File: src/rtl/ex_mem_buffer.sv
// EX/MEM pipeline stage: 2-entry elastic buffer between the ALU and the memory stage.
// Define EX_MEM_FWD_EN to add the fwd_valid/fwd_dst/fwd_data forwarding outputs.
module ex_mem_buffer #(
    parameter int unsigned DW = 32,
    parameter int unsigned RW = 5,
    parameter int unsigned CW = 5
) (
    input  logic          clk,
    input  logic          rst_n,
    input  logic          flush,
    input  logic          in_valid,
    output logic          in_ready,
    input  logic [DW-1:0] R_Op,
    input  logic          ZF,
    input  logic [DW-1:0] wr_data,
    input  logic [RW-1:0] dst_reg,
    input  logic [DW-1:0] br_target,
    input  logic [CW-1:0] ctrl_in,
    output logic          out_valid,
    input  logic          out_ready,
    output logic [DW-1:0] out_alu,
    output logic          out_zf,
    output logic [DW-1:0] out_wdata,
    output logic [RW-1:0] out_dst,
    output logic [CW-1:0] out_ctrl,
    output logic [DW-1:0] out_br_target,
    output logic          br_taken,
    output logic [1:0]    occupancy
`ifdef EX_MEM_FWD_EN
    ,
    output logic          fwd_valid,
    output logic [RW-1:0] fwd_dst,
    output logic [DW-1:0] fwd_data
`endif
);

    localparam int unsigned DEPTH   = 2;
    localparam int unsigned BIT_BR  = 4;
    localparam int unsigned BIT_MRD = 3;
    localparam int unsigned BIT_RW  = 1;

    typedef struct packed {
        logic [DW-1:0] alu;
        logic          zf;
        logic [DW-1:0] wdata;
        logic [RW-1:0] dst;
        logic [CW-1:0] ctrl;
        logic [DW-1:0] br;
    } entry_t;

    entry_t     r_mem [DEPTH];
    logic       r_head;
    logic       r_tail;
    logic [1:0] r_count;

    logic       w_push;
    logic       w_pop;
    entry_t     w_entry;
    entry_t     w_head;

    assign in_ready  = (r_count != 2'd2);
    assign out_valid = (r_count != 2'd0);
    assign occupancy = r_count;
    assign w_push    = in_valid & in_ready;
    assign w_pop     = out_valid & out_ready;

    // Capture side-band; writes to r0 never carry RegWrite downstream.
    always_comb begin
        w_entry        = '0;
        w_entry.alu    = R_Op;
        w_entry.zf     = ZF;
        w_entry.wdata  = wr_data;
        w_entry.dst    = dst_reg;
        w_entry.ctrl   = ctrl_in;
        w_entry.br     = br_target;
        if (dst_reg == '0) begin
            w_entry.ctrl[BIT_RW] = 1'b0;
        end
    end

    always_ff @(posedge clk or negedge rst_n) begin
        if (!rst_n) begin
            r_head  <= 1'b0;
            r_tail  <= 1'b0;
            r_count <= 2'd0;
            for (int i = 0; i < DEPTH; i++) begin
                r_mem[i] <= '0;
            end
        end else if (flush) begin
            r_head  <= 1'b0;
            r_tail  <= 1'b0;
            r_count <= 2'd0;
        end else begin
            if (w_push) begin
                r_mem[r_tail] <= w_entry;
                r_tail        <= ~r_tail;
            end
            if (w_pop) begin
                r_head <= ~r_head;
            end
            r_count <= r_count + 2'(w_push) - 2'(w_pop);
        end
    end

    assign w_head        = r_mem[r_head];
    assign out_alu       = w_head.alu;
    assign out_zf        = w_head.zf;
    assign out_wdata     = w_head.wdata;
    assign out_dst       = w_head.dst;
    assign out_ctrl      = w_head.ctrl;
    assign out_br_target = w_head.br;
    assign br_taken      = out_valid & w_head.ctrl[BIT_BR] & w_head.zf;

`ifdef EX_MEM_FWD_EN
    entry_t w_young;
    logic   w_fwd;

    // Youngest entry sits one slot behind the tail.
    assign w_young   = r_mem[~r_tail];
    assign w_fwd     = out_valid & w_young.ctrl[BIT_RW] & ~w_young.ctrl[BIT_MRD];
    assign fwd_valid = w_fwd;
    assign fwd_dst   = w_fwd ? w_young.dst : '0;
    assign fwd_data  = w_fwd ? w_young.alu : '0;
`endif

endmodule
File: config.mk
export PLATFORM = sky130hd
export DESIGN_NAME = ex_mem_buffer
export DESIGN_NICKNAME = d
export VERILOG_FILES = /design/src/rtl/ex_mem_buffer.sv
export SDC_FILE = /design/constraint.sdc
export NUM_CORES = 1
export LEC_CHECK = 0
export CELL_PAD_IN_SITES_DETAIL_PLACEMENT = 1
export CELL_PAD_IN_SITES_GLOBAL_PLACEMENT = 1
export CORE_ASPECT_RATIO = 0.7
export CORE_MARGIN = 10
export CORE_UTILIZATION = 37
export CTS_CLUSTER_DIAMETER = 40
export DETAILED_ROUTE_END_ITERATION = 8
export MAX_ROUTING_LAYER = met4
export PLACE_DENSITY = 0.86
export SYNTH_ARGS = -nofsm -noshare
export SYNTH_HDL_FRONTEND = slang
export SYNTH_SLANG_ARGS = --single-unit
export TNS_END_PERCENT = 30
File: constraint.sdc
create_clock -name clk -period 2.05 [get_ports clk]
set_clock_uncertainty 0.2 [all_clocks]
set_input_delay 0.41 -clock clk [delete_from_list [all_inputs] [get_ports clk]]
set_output_delay 0.41 -clock clk [all_outputs]
set_load 0.03 [all_outputs]
---- Word-level counts from Yosys, hierarchy flattened ----
Cells that the tools add are included.
cells by class
  add/sub/neg operators ................... 2
  $lt $le $gt $ge ......................... 3
  equality and inequality tests ........... 1
  muxes and demuxes ....................... 12
  bitwise operators ....................... 9
  reductions and logical operators ........ 6
operators by type and width
  operator              count
  $mux W107             4
  $bwmux W214           1
  $demux W107 S1        1
  $reduce_bool A2 Y1    3
  $logic_not A5 Y1      1
  $mux W1               5
  $and A1 B1 Y1         4
  $ge A2 B2 Y1 const B  2
  $not A1 Y2            2
  $not A1 Y1            3
  $add A2 B1 Y2         1
  $lt A2 B1 Y1 const B  1
  $mux W2               1
  $ne A2 B2 Y1 const B  1
  $reduce_and A2 Y1     1
  $sub A2 B1 Y2         1
  $logic_and A1 B1 Y1   1
word-level totals
  register bits ........................... 218
  bits of input ports ..................... 112
  output and inout bits ................... 112
  logic and storage cells ................. 48

---- Depth between registers and ports, before layout ----
Gate-level depths: netlist of run 1.
  depth after elaboration ................. 6
  gate-level depth with buffers ........... 9
  mapped depth without buffers ............ 9

---- Least setup slack after synthesis of run 1 ----
OpenSTA, ideal clock, no wires.
  kind .................................... flip-flop to output port
  start point ............................. reg r_head
  end point ............................... out out_ctrl[1]
  arrival ................................. 1.670 ns
  required time ........................... 1.440 ns
  setup slack ............................. -0.230 ns
  stages on the path, launching flop included .. 5
  path buffers ............................ 3
  path through ............................ dfrtp_1 clkbuf_1 buf_1 buf_2 o21ai_0
between the ends
  longest elaborated chain between the ends .. 4
ends and longest elaborated chain
  item                                          line  text
  start, declared                               52    logic r_head;
  start signal, assigned                        99    r_head <= ~r_head;
  $not A1 Y2 (implied by the code)              105   assign w_head = r_mem[r_head];
  $mux W107 (implied by the code) (3 in a row)  105
  end, declared                                 25    output logic [CW-1:0] out_ctrl,
No other way between the ends. The select of a mux whose other input is x is not followed.

---- Worst setup path in the final report of run 1 ----
  start point ............................. reg r_head
  end point ............................... out out_br_target[13]
between the ends
  longest elaborated chain between the ends .. 4
ends and longest elaborated chain
  item                                          line  text
  $not A1 Y2 (implied by the code)              105
  $mux W107 (implied by the code) (3 in a row)  105
  end, declared                                 26    output logic [DW-1:0] out_br_target,
No other way between the ends. The select of a mux whose other input is x is not followed.

==> reports/results.txt, run 1 <==
Post-Synthesis Cell Area - 9430 µm²
Post-Syn Area per Cell - 15.7 µm²
root buffer cell - sky130_fd_sc_hd__clkbuf_16
nets in the synthesized netlist - 715
Crit path required time - 1440 ps
# H-tree levels - 1
Leak - 6.02 nW
time the final worst path needs with I/O delays and setup - 2540 ps
maximum vdd drop - 1.18 mV
effective utilization at floorplan - 37.9%
I/O pin total - 224
die extent in y - 154 µm
number of nets at the end of the flow - 995
slew at the pin closest to its max-slew limit - 366 ps
global route total overflow - 0
Crit Path Class - flip-flop to output pin
gpl congestion - 0.742
number of placement rows - 48
warning count from the yosys run - 0
critical path endpoint category - output pin
area of the core - 24,900 µm²
horizontal die dimension - 211 µm
end-of-flow core utilization - 55.9%
flip-flop cell with the highest count after synthesis - sky130_fd_sc_hd__dfrtp_1
clock sink count - 218
area added between synthesis and finish - 47.5%
leading cell types by total area after synthesis - sky130_fd_sc_hd__dfrtp_1 (58%), sky130_fd_sc_hd__mux2_2 (35%), sky130_fd_sc_hd__mux2_1 (3.5%)
TritonCTS clock tree - done
setup repair after global routing missed its margin - yes
number of port buffers - 223
worst-path fanout max - 14
Max-Slew Margin vs Limit - 75.6%
Seq cells post-synth - 218
achievable frequency - 0.393 GHz
highest-delay cell along the critical path - sky130_fd_sc_hd__dfrtp_4
Initial DRC Count - 159
Worst path most repeated cell - sky130_fd_sc_hd__buf_12
crit-path leading delay family - buffers and inverters
sum of routed wire length over all layers - 28.0 mm
cells after synthesis - 601
number of antenna repair diodes - 0
maximum clock path buffer count - 3
overall die area - 32,400 µm²
count of different cell masters after synthesis - 28
cell type contributing the most total cell area after synthesis - sky130_fd_sc_hd__dfrtp_1
Clk Latency, worst-skew pair - 520 ps
number of enable flip-flop cells after synthesis - 0
CP startpoint - r_head
Pins Over Slew Limit - 0
total clock buffers created by CTS - 28
run status - finished with violations
data arrival at the endpoint of the critical path - 1930 ps
Clk pin slew, worst setup/hold paths - 60 ps
post-route antenna net violation count - 0
number of hold-slack violations in the final timing report - 0
PwrDens - 1860 nW/µm²
Final Worst Setup Slack - -492 ps
overall routing resource usage - 17.1%
post-detail-place hpwl - 19.0 mm
proportion of layout cells with a drive suffix above 1 - 57.6%
max-cap violations - 0
commonest cells after routing, fill and taps aside - sky130_fd_sc_hd__mux2_2 (281), sky130_fd_sc_hd__dfrtp_1 (215), sky130_fd_sc_hd__clkdlybuf4s50_1 (110), sky130_fd_sc_hd__buf_6 (78), sky130_fd_sc_hd__buf_4 (49)
final setup fails - 110
vias per cell - 4.97
wire length per cell after detailed routing - 22.8 µm
number of remaining DRC errors - 0
first-pass GRT wire length - 43.0 mm
violated checks - negative setup slack
via count of the first global-routing pass - 7,179
total number of vias - 6,101
register area share after synthesis - 57.9%
most frequent standard cell in the layout excluding fill and tap cells - sky130_fd_sc_hd__mux2_2
FF-to-FF Start - occupancy[0]
worst path bufs/invs - 4
number of antenna violations at the first check in global routing - 0
total negative setup slack - -46,190 ps
crit path cell chain - buf_12, buf_12, buf_12, mux2_2, buf_12
first-pass iteration count of the detailed router - 4
post-synthesis async set-or-reset flop share - 100%
Final period util - 124%
maximum number of pins on one net before global-route repair - 51
fraction of synthesized cell area taken by the top area cell type - 57.9%
slowest stage delay, CP - 510 ps
path class of the lowest-slack min-delay path - primary input to asynchronous set/reset pin
worst slack, placed - -439 ps
Worst Setup Start Kind - flip-flop
Pwr Total - 25.9 mW
## registers in the layout, indices dropped and copies added (netlist names)
| name | count |
|---|---|
| r_head | 1 |
| r_tail | 1 |
| occupancy | 2 |
| r_mem | 214 |
## metrics by stage
step / area (µm²) / hold WS [ps] / std cells
global route: 13900 / 225 / 1228
CTS: 13700 / 209 / 1220
detailed placement: 12400 / 161 / 1162
floorplan: 9430 / -85.6 / 601
global placement: 12400 / 161 / 1162
finish: 13900 / 214 / 1228
## cell usage after synthesis (2+ instances only)
cell type                  count
sky130_fd_sc_hd__mux2_2      289
sky130_fd_sc_hd__dfrtp_1     218
sky130_fd_sc_hd__mux2_1       29
sky130_fd_sc_hd__buf_2        19
sky130_fd_sc_hd__clkbuf_1      8
sky130_fd_sc_hd__buf_4         7
sky130_fd_sc_hd__inv_1         4
sky130_fd_sc_hd__o21ai_0       3
sky130_fd_sc_hd__ha_1          2
sky130_fd_sc_hd__mux2i_1       2
sky130_fd_sc_hd__nand2_1       2
sky130_fd_sc_hd__nor2_1        2
## what timing repair did
item | 4_1_cts | 5_1_grt
pin swaps | 1 | 2
setup buffers | 4 | 5
gates resized for setup | 122 | 38
gates cloned | 1 | 3
hold buffers | 1 | 0
endpoints found under the hold margin | 123 | 0
setup endpoints to repair | 123 | 180
## final timing paths
path / depth (start not counted) / to / slack, ps
setup reg to reg: 6 / r_mem[5] / 70
setup / recovery: 5 / out_br_target[13] / -490
max in group asynchronous: 3 / occupancy[1] / 730
hold reg to reg: 1 / r_mem[163] / 280
min in group clk: 1 / r_mem[163] / 280
hold / removal: 2 / r_mem[118] / 210
## power breakdown
group          total [mW]  switching (mW)  internal (mW)
Combinational        13.5            6.48           7.04
Clock                4.82            1.93           2.88
Sequential           7.60            1.17           6.43
## area by class of cell
class / instances / area, µm²
multi-input combinational: 343 / 3820
tap: 325 / 407
fill: 2360 / 11000
inverter: 5 / 18.8
sequential: 218 / 5460
clock inverter: 16 / 144
clock buffer: 36 / 792
timing repair buffer: 285 / 3270
## logic make-up (layout without fill, tap and decap cells)
group | count (synthesis) | count (layout) | synth area share (%)
adder cells (fa/ha/maj) | 2 | 2 | 0.265
XOR/XNOR | 2 | 2 | 0.186
flip-flops | 218 | 218 | 57.9
buffers and inverters | 40 | 342 | 2.12
multiplexers | 320 | 320 | 38.2
AND/OR/NAND/NOR | 14 | 14 | 1.09
AO/OA/AOI/OAI | 5 | 5 | 0.292
## worst register-to-register path, delay by kind of cell, from the launching register on
family | cells | cell delay, ps
mux | 1 | 360
simple gates | 2 | 360
flops | 1 | 450
buf+inv | 3 | 490
## layer usage
layer | GRT usage (%) | vias up | wire length, µm
met4 | 2.44 | 0 | 361
met2 | 28.6 | 164 | 13700
met5 | - | - | 0
met1 | 20.4 | 3180 | 12100
met3 | 5.06 | 35 | 1840
li1 | - | 2722 | -
Note: power is estimated with default switching activity, not from simulation.
==> run 2, diff against run 1 <==
--- a/config.mk
+++ b/config.mk
@@ -9,11 +9,12 @@
 export CELL_PAD_IN_SITES_GLOBAL_PLACEMENT = 1
 export CORE_ASPECT_RATIO = 0.7
 export CORE_MARGIN = 10
-export CORE_UTILIZATION = 37
+export CORE_UTILIZATION = 30
 export CTS_CLUSTER_DIAMETER = 40
 export DETAILED_ROUTE_END_ITERATION = 8
 export MAX_ROUTING_LAYER = met4
-export PLACE_DENSITY = 0.86
+export PLACE_DENSITY = 0.74
+export REMOVE_ABC_BUFFERS = 1
 export SYNTH_ARGS = -nofsm -noshare
 export SYNTH_HDL_FRONTEND = slang
 export SYNTH_SLANG_ARGS = --single-unit
==> reports/results.txt, run 2 (synthesis results as in run 1) <==
run status - finished with violations (unchanged)
violated checks - negative setup slack (unchanged)
number of placement rows - 54 (was 48)
Register Area - 5460 µm² (about the same)
data arrival at the endpoint of the critical path - 2060 ps (was 1930 ps)
Final Worst Setup Slack - -617 ps (was -492 ps)
die extent in y - 168 µm (was 154 µm)
Crit Path Class - flip-flop to output pin (unchanged)
met2 layer wire length in the routed design - 13.3 mm (was 13.7 mm)
sum of routed wire segments on met1 - 13.4 mm (was 12.1 mm)
register ranked first by flip-flop count - r_mem (unchanged)
maximum vdd drop - 1.15 mV (was 1.18 mV)
highest-delay cell along the critical path - sky130_fd_sc_hd__dfrtp_4 (unchanged)
achievable frequency - 0.375 GHz (was 0.393 GHz)
Clk Latency, worst-skew pair - 550 ps (was 520 ps)
total clock buffers created by CTS - 31 (was 28)
worst path bufs/invs - 4 (unchanged)
number of antenna violations at the first check in global routing - 2 (was 0)
FF-to-FF Start - occupancy[1] (was occupancy[0])
maximum clock path buffer count - 3 (unchanged)
maximum number of pins on one net before global-route repair - 51 (unchanged)
Clk pin slew, worst setup/hold paths - 60 ps (about the same)
# H-tree levels - 1 (unchanged)
first-pass GRT wire length - 42.5 mm (was 43.0 mm)
Final period util - 130% (was 124%)
finished layout cell area - 14,600 µm² (was 13,900 µm²)
gpl congestion - 0.726 (was 0.742)
area of the core - 31,100 µm² (was 24,900 µm²)
Crit path required time - 1440 ps (about the same)
slowest stage delay, CP - 530 ps (was 510 ps)
PwrDens - 1830 nW/µm² (was 1860 nW/µm²)
I/O pin total - 224 (unchanged)
cell count after placement - 1,277 (was 1,162)
Max-Slew Margin vs Limit - 71.9% (was 75.6%)
crit-path leading delay family - flip-flops (was buffers and inverters)
setup repair after global routing missed its margin - yes (unchanged)
max-cap violations - 0 (unchanged)
worst r2r path cells - 6 (unchanged)
uppermost metal layer occupied by signal nets - met4 (unchanged)
r2r endpoint - r_mem[132] (was r_mem[5])
CP startpoint - r_head (unchanged)
path class of the lowest-slack min-delay path - primary input to asynchronous set/reset pin (unchanged)
sum of routed wire length over all layers - 28.6 mm (was 28.0 mm)
area added between synthesis and finish - 55.0% (was 47.5%)
logic depth of the worst path, buffers included - 6 (was 5)
effective utilization at floorplan - 30.3% (was 37.9%)
area of the multi-input gates - 3980 µm² (was 3820 µm²)
Critical path destination - br_taken (was out_br_target[13])
horizontal die dimension - 232 µm (was 211 µm)
most frequent standard cell in the layout excluding fill and tap cells - sky130_fd_sc_hd__mux2_2 (unchanged)
overall routing resource usage - 14.0% (was 17.1%)
Worst Setup Start Kind - flip-flop (unchanged)
number of port buffers - 223 (unchanged)
Leak - 6.40 nW (was 6.02 nW)
wire length per cell after detailed routing - 21.0 µm (was 22.8 µm)
reg2reg setup slack - 30 ps (was 70 ps)
overall die area - 39,000 µm² (was 32,400 µm²)
root buffer cell - sky130_fd_sc_hd__clkbuf_16 (unchanged)
worst slack, placed - -436 ps (was -439 ps)
first-pass iteration count of the detailed router - 4 (unchanged)
total number of vias - 6,114 (was 6,101)
final setup fails - 109 (was 110)
slew at the pin closest to its max-slew limit - 422 ps (was 366 ps)
global route total overflow - 0 (unchanged)
worst-path fanout max - 5 (was 14)
crit path cell chain - buf_12, buf_8, buf_6, mux2_4, and3_4, buf_6 (was buf_12, buf_12, buf_12, mux2_2, buf_12)
number of standard cells in the layout, taps in and fillers out - 1,364 (was 1,228)
clock sink count - 218 (unchanged)
via count of the first global-routing pass - 7,073 (was 7,179)
TritonCTS clock tree - done (unchanged)
proportion of layout cells with a drive suffix above 1 - 60.7% (was 57.6%)
Largest register FFs - 214 (unchanged)
number of nets at the end of the flow - 1,033 (was 995)
end-of-flow core utilization - 47.0% (was 55.9%)
critical path endpoint category - output pin (unchanged)
commonest cells after routing, fill and taps aside - sky130_fd_sc_hd__mux2_2 (248), sky130_fd_sc_hd__dfrtp_1 (216), sky130_fd_sc_hd__buf_6 (114), sky130_fd_sc_hd__clkdlybuf4s50_1 (110), sky130_fd_sc_hd__buf_4 (56) (was sky130_fd_sc_hd__mux2_2 (281), sky130_fd_sc_hd__dfrtp_1 (215), sky130_fd_sc_hd__clkdlybuf4s50_1 (110), sky130_fd_sc_hd__buf_6 (78), sky130_fd_sc_hd__buf_4 (49))
wire length on met3 - 1.60 mm (was 1.84 mm)
Worst path most repeated cell - sky130_fd_sc_hd__buf_6 (was sky130_fd_sc_hd__buf_12)
post-detail-place hpwl - 18.8 mm (was 19.0 mm)
post-route antenna net violation count - 0 (unchanged)
Pins Over Slew Limit - 0 (unchanged)
number of filler cells placed in the layout - 3,072 (was 2,360)
time the final worst path needs with I/O delays and setup - 2670 ps (was 2540 ps)
Initial DRC Count - 198 (was 159)
number of remaining DRC errors - 0 (unchanged)
vias per cell - 4.48 (was 4.97)
DP Area - 12,700 µm² (was 12,400 µm²)
number of hold-slack violations in the final timing report - 0 (unchanged)
[run 2: how the worst min path moves through the flow]
stage,to
final,r_mem[59]
after global routing,r_mem[59]
after CTS,r_mem[59]
after detailed placement,r_mem[59]
after global placement,r_mem[59]
after floorplan,occupancy[0]
[run 2: final cells by class]
class / count / area share (%)
multi-input cells: 343 / 27.2
flip-flops and latches: 218 / 37.4
well taps: 420 / 3.60
diodes: 2 / 0.0342
inverters: 5 / 0.128
clock buffers: 33 / 5.36
clock inverters: 23 / 1.77
repair buffers: 320 / 24.5
[run 2: repair_timing]
action / CTS / global route
pin swaps: 1 / 1
resized for setup: 522 / 192
endpoints found under the setup margin: 153 / 212
hold buffers: 1 / 0
hold endpoints to repair: 87 / 0
buffers inserted: 8 / 14
cloned: 4 / 5
[run 2: routing by layer]
layer	up-vias	GRT usage, %
met5	-	-
li1	2800	-
met1	3119	18.2
met3	38	4.08
met4	0	2.41
met2	157	21.7
[run 2: where the power goes]
| group | switching, mW | internal, mW | total, mW |
|---|---|---|---|
| Sequential | 1.12 | 6.43 | 7.55 |
| Clock | 2.07 | 3.30 | 5.37 |
| Combinational | 6.51 | 7.33 | 13.8 |
[run 2: stage by stage]
step	hold WS [ps]	power, mW	setup TNS [ps]
4_1_cts	165	25.7	-55570
5_1_grt	195	28.2	-63190
3_3_place_gp	193	19.1	-77700
2_1_floorplan	-85.6	14.5	-858140
6_report	186	26.8	-51670
3_5_place_dp	196	19.4	-83860
==> variant (flow settings as in run 2) <==
Set the parameter `CW` to 6 (it was 5).
--- a/src/rtl/ex_mem_buffer.sv
+++ b/src/rtl/ex_mem_buffer.sv
@@ -3,7 +3,7 @@
 module ex_mem_buffer #(
     parameter int unsigned DW = 32,
     parameter int unsigned RW = 5,
-    parameter int unsigned CW = 5
+    parameter int unsigned CW = 6
 ) (
     input  logic          clk,
     input  logic          rst_n,
Ports: changed (resized ctrl_in and out_ctrl); port bits go from 224 to 226. No check against the original RTL was run, so the function may have changed too.
==> variant against run 2 <==
- the run still ends with setup timing left
- final area is 4.9% lower
- clock power decreased by 8.4%
- sequential cell count up 2
- critical path depth shrank 2
- wire length is 9.3% lower
- combinational power fell by 11%
- hold slack improved by 3.1 ps
- setup slack better by 76 ps
- total power is 7.5% lower
- synthesized area increased by 0.77%
- critical path type unchanged
- critical endpoint is now out_dst[2]
- largest power group unchanged
- highest routed layer unchanged
==> variant: results (changes against run 2) <==
worst slew pin tran 411 ps (-10.8 ps); Leakage 0.00591 uW (-7.8%); via count 5,970 (-2.4%); cts bufs inserted 28 (-9.7%); peak supply drop 1210 uV (+4.9%); IO buf count 225 (+0.90%); Post-DP HPWL 18.5 mm (-1.7%); status finished, violations left; Synth cell types 28 (unchanged); dominant cells by area after synthesis dfrtp_1 58%, mux2_2 36%, mux2_1 2.3%; crit-path leading delay family buffers and inverters; setup slack, reg-to-reg 70 ps (+40 ps); # setup viols final 110 (+0.92%); share of post-route cells with drive strength above 1 58.2% (-2.5 points); fillers 3,132 (+2.0%); GRT Total Usage 13.2% (-0.83 points); Post-Place Setup Slack -436 ps (-0.765 ps); final worst slack -541 ps (+75.9 ps); H-tree levels 1 (unchanged); WHS 189 ps (+3.07 ps); R2R depth 9 (+3); vias in the first global route 6,849 (-3.2%); failing checks setup timing; NumNets Final 999 (-3.3%); first-pass GRT wire length 40.5 mm (-4.8%); Largest register FFs 216 (+0.93%); routed len/inst 19.6 um (-6.7%); post-synthesis sequential area ratio 57.9% (+0.085 points); Worst Path Arrival 1980 ps (-80 ps); Avg Inst Size Synth 15.7 um2 (about the same); Skew-Pair Late Insertion Delay 530 ps (-20 ps); largest net degree at the start of global routing 53 (+3.9%); Psw 9140 uW (-5.8%); DRT iter0 DRCs 171 (-14%); highest cell delay on the worst timing path 420 ps (-110 ps); Max stage delay cell, worst path dfrtp_4; DP Area 12,600 um2 (-0.86%); top post-synthesis cells by count 302 x mux2_2, 220 x dfrtp_1, 19 x mux2_1; Critical Path Fanout Max 23 (+18); Final Util 44.5% (-2.5 points); FF-to-FF End occupancy[1]$_DFF_PN0_; final estimated routing congestion in global placement 0.722 (-0.56%)
-- variant: changes by cell type after synthesis, moves of 2 or more --
cell,delta
dfrtp_1,+2
mux2_2,+13
mux2_1,-10
buf_4,-3
clkbuf_1,+4
-- variant: worst max-delay path by stage --
stage / startpoint / endpoint / slack [ps]
after floorplan: occupancy[0]$_DFF_PN0_ / r_mem[0]$_DFFE_PN0P_ / -3670
after global placement: in_valid / r_mem[125]$_DFFE_PN0P_ / -400
after detailed placement: in_valid / r_mem[151]$_DFFE_PN0P_ / -440
after CTS: r_head$_DFFE_PN0P_ / out_alu[28] / -610
after global routing: r_head$_DFFE_PN0P_ / out_wdata[24] / -610
final: r_head$_DFFE_PN0P_ / out_dst[2] / -540
-- variant: metrics by stage --
stage,std cells,TNS (ps)
6_report,1327,-52750
3_3_place_gp,1263,-82270
4_1_cts,1321,-57340
2_1_floorplan,571,-897320
5_1_grt,1327,-60270
3_5_place_dp,1263,-86330
-- variant: power groups by stage --
stage          clock (uW)  combinational, uW  sequential [uW]
2_1_floorplan           0               7250             7420
3_3_place_gp            0              11700             7460
3_5_place_dp            0              11800             7590
4_1_cts              5080              12300             7510
5_1_grt              5300              13000             7790
6_report             4920              12300             7510
-- variant: final cells by class --
| cell class | count | area share, % |
|---|---|---|
| clock inverters | 16 | 1.30 |
| repair buffers | 283 | 22.2 |
| well taps | 420 | 3.78 |
| inverters | 5 | 0.135 |
| clock buffers | 35 | 5.52 |
| multi-input cells | 346 | 27.4 |
| flip-flops and latches | 220 | 39.6 |
| diodes | 2 | 0.0360 |
-- variant: kinds of logic (layout without fill, tap and decap cells) --
family          after synthesis  after routing  share of synthesized area [%]
other cells                   0              2                              0
buf+inv                      40            339                           2.05
simple gates                 14             14                           1.01
mux                         323            323                           38.3
xor+xnor                      2              2                          0.184
flops                       220            220                           57.9
fa+ha+maj                     2              2                          0.263
compound gates                5              5                          0.290
-- variant: per-layer routing --
metal	global-route usage, %	part of all wire [%]	vias up
met4	1.80	1.2	0
li1	-	-	2744
met1	17.1	47	3058
met5	-	0	-
met2	20.4	46	141
met3	4.18	6.4	27
-- variant: worst register-to-register path, cell delays in order, from the launching register on --
cell and delay [ps]:
dfrtp_1 390, and2b_2 240, inv_2 80, nand2_1 70
ha_1 280, inv_1 40, ha_1 170, xor2_1 150
and2_1 150, nor3_1 120
-- variant: repair_timing --
| action | 4_1_cts | 5_1_grt |
|---|---|---|
| endpoints found under the setup margin | 114 | 146 |
| hold endpoints to repair | 191 | 0 |
| gates cloned | 2 | 2 |
| buffers inserted | 4 | 2 |
| resized for setup | 278 | 20 |
| hold buffers | 1 | 0 |
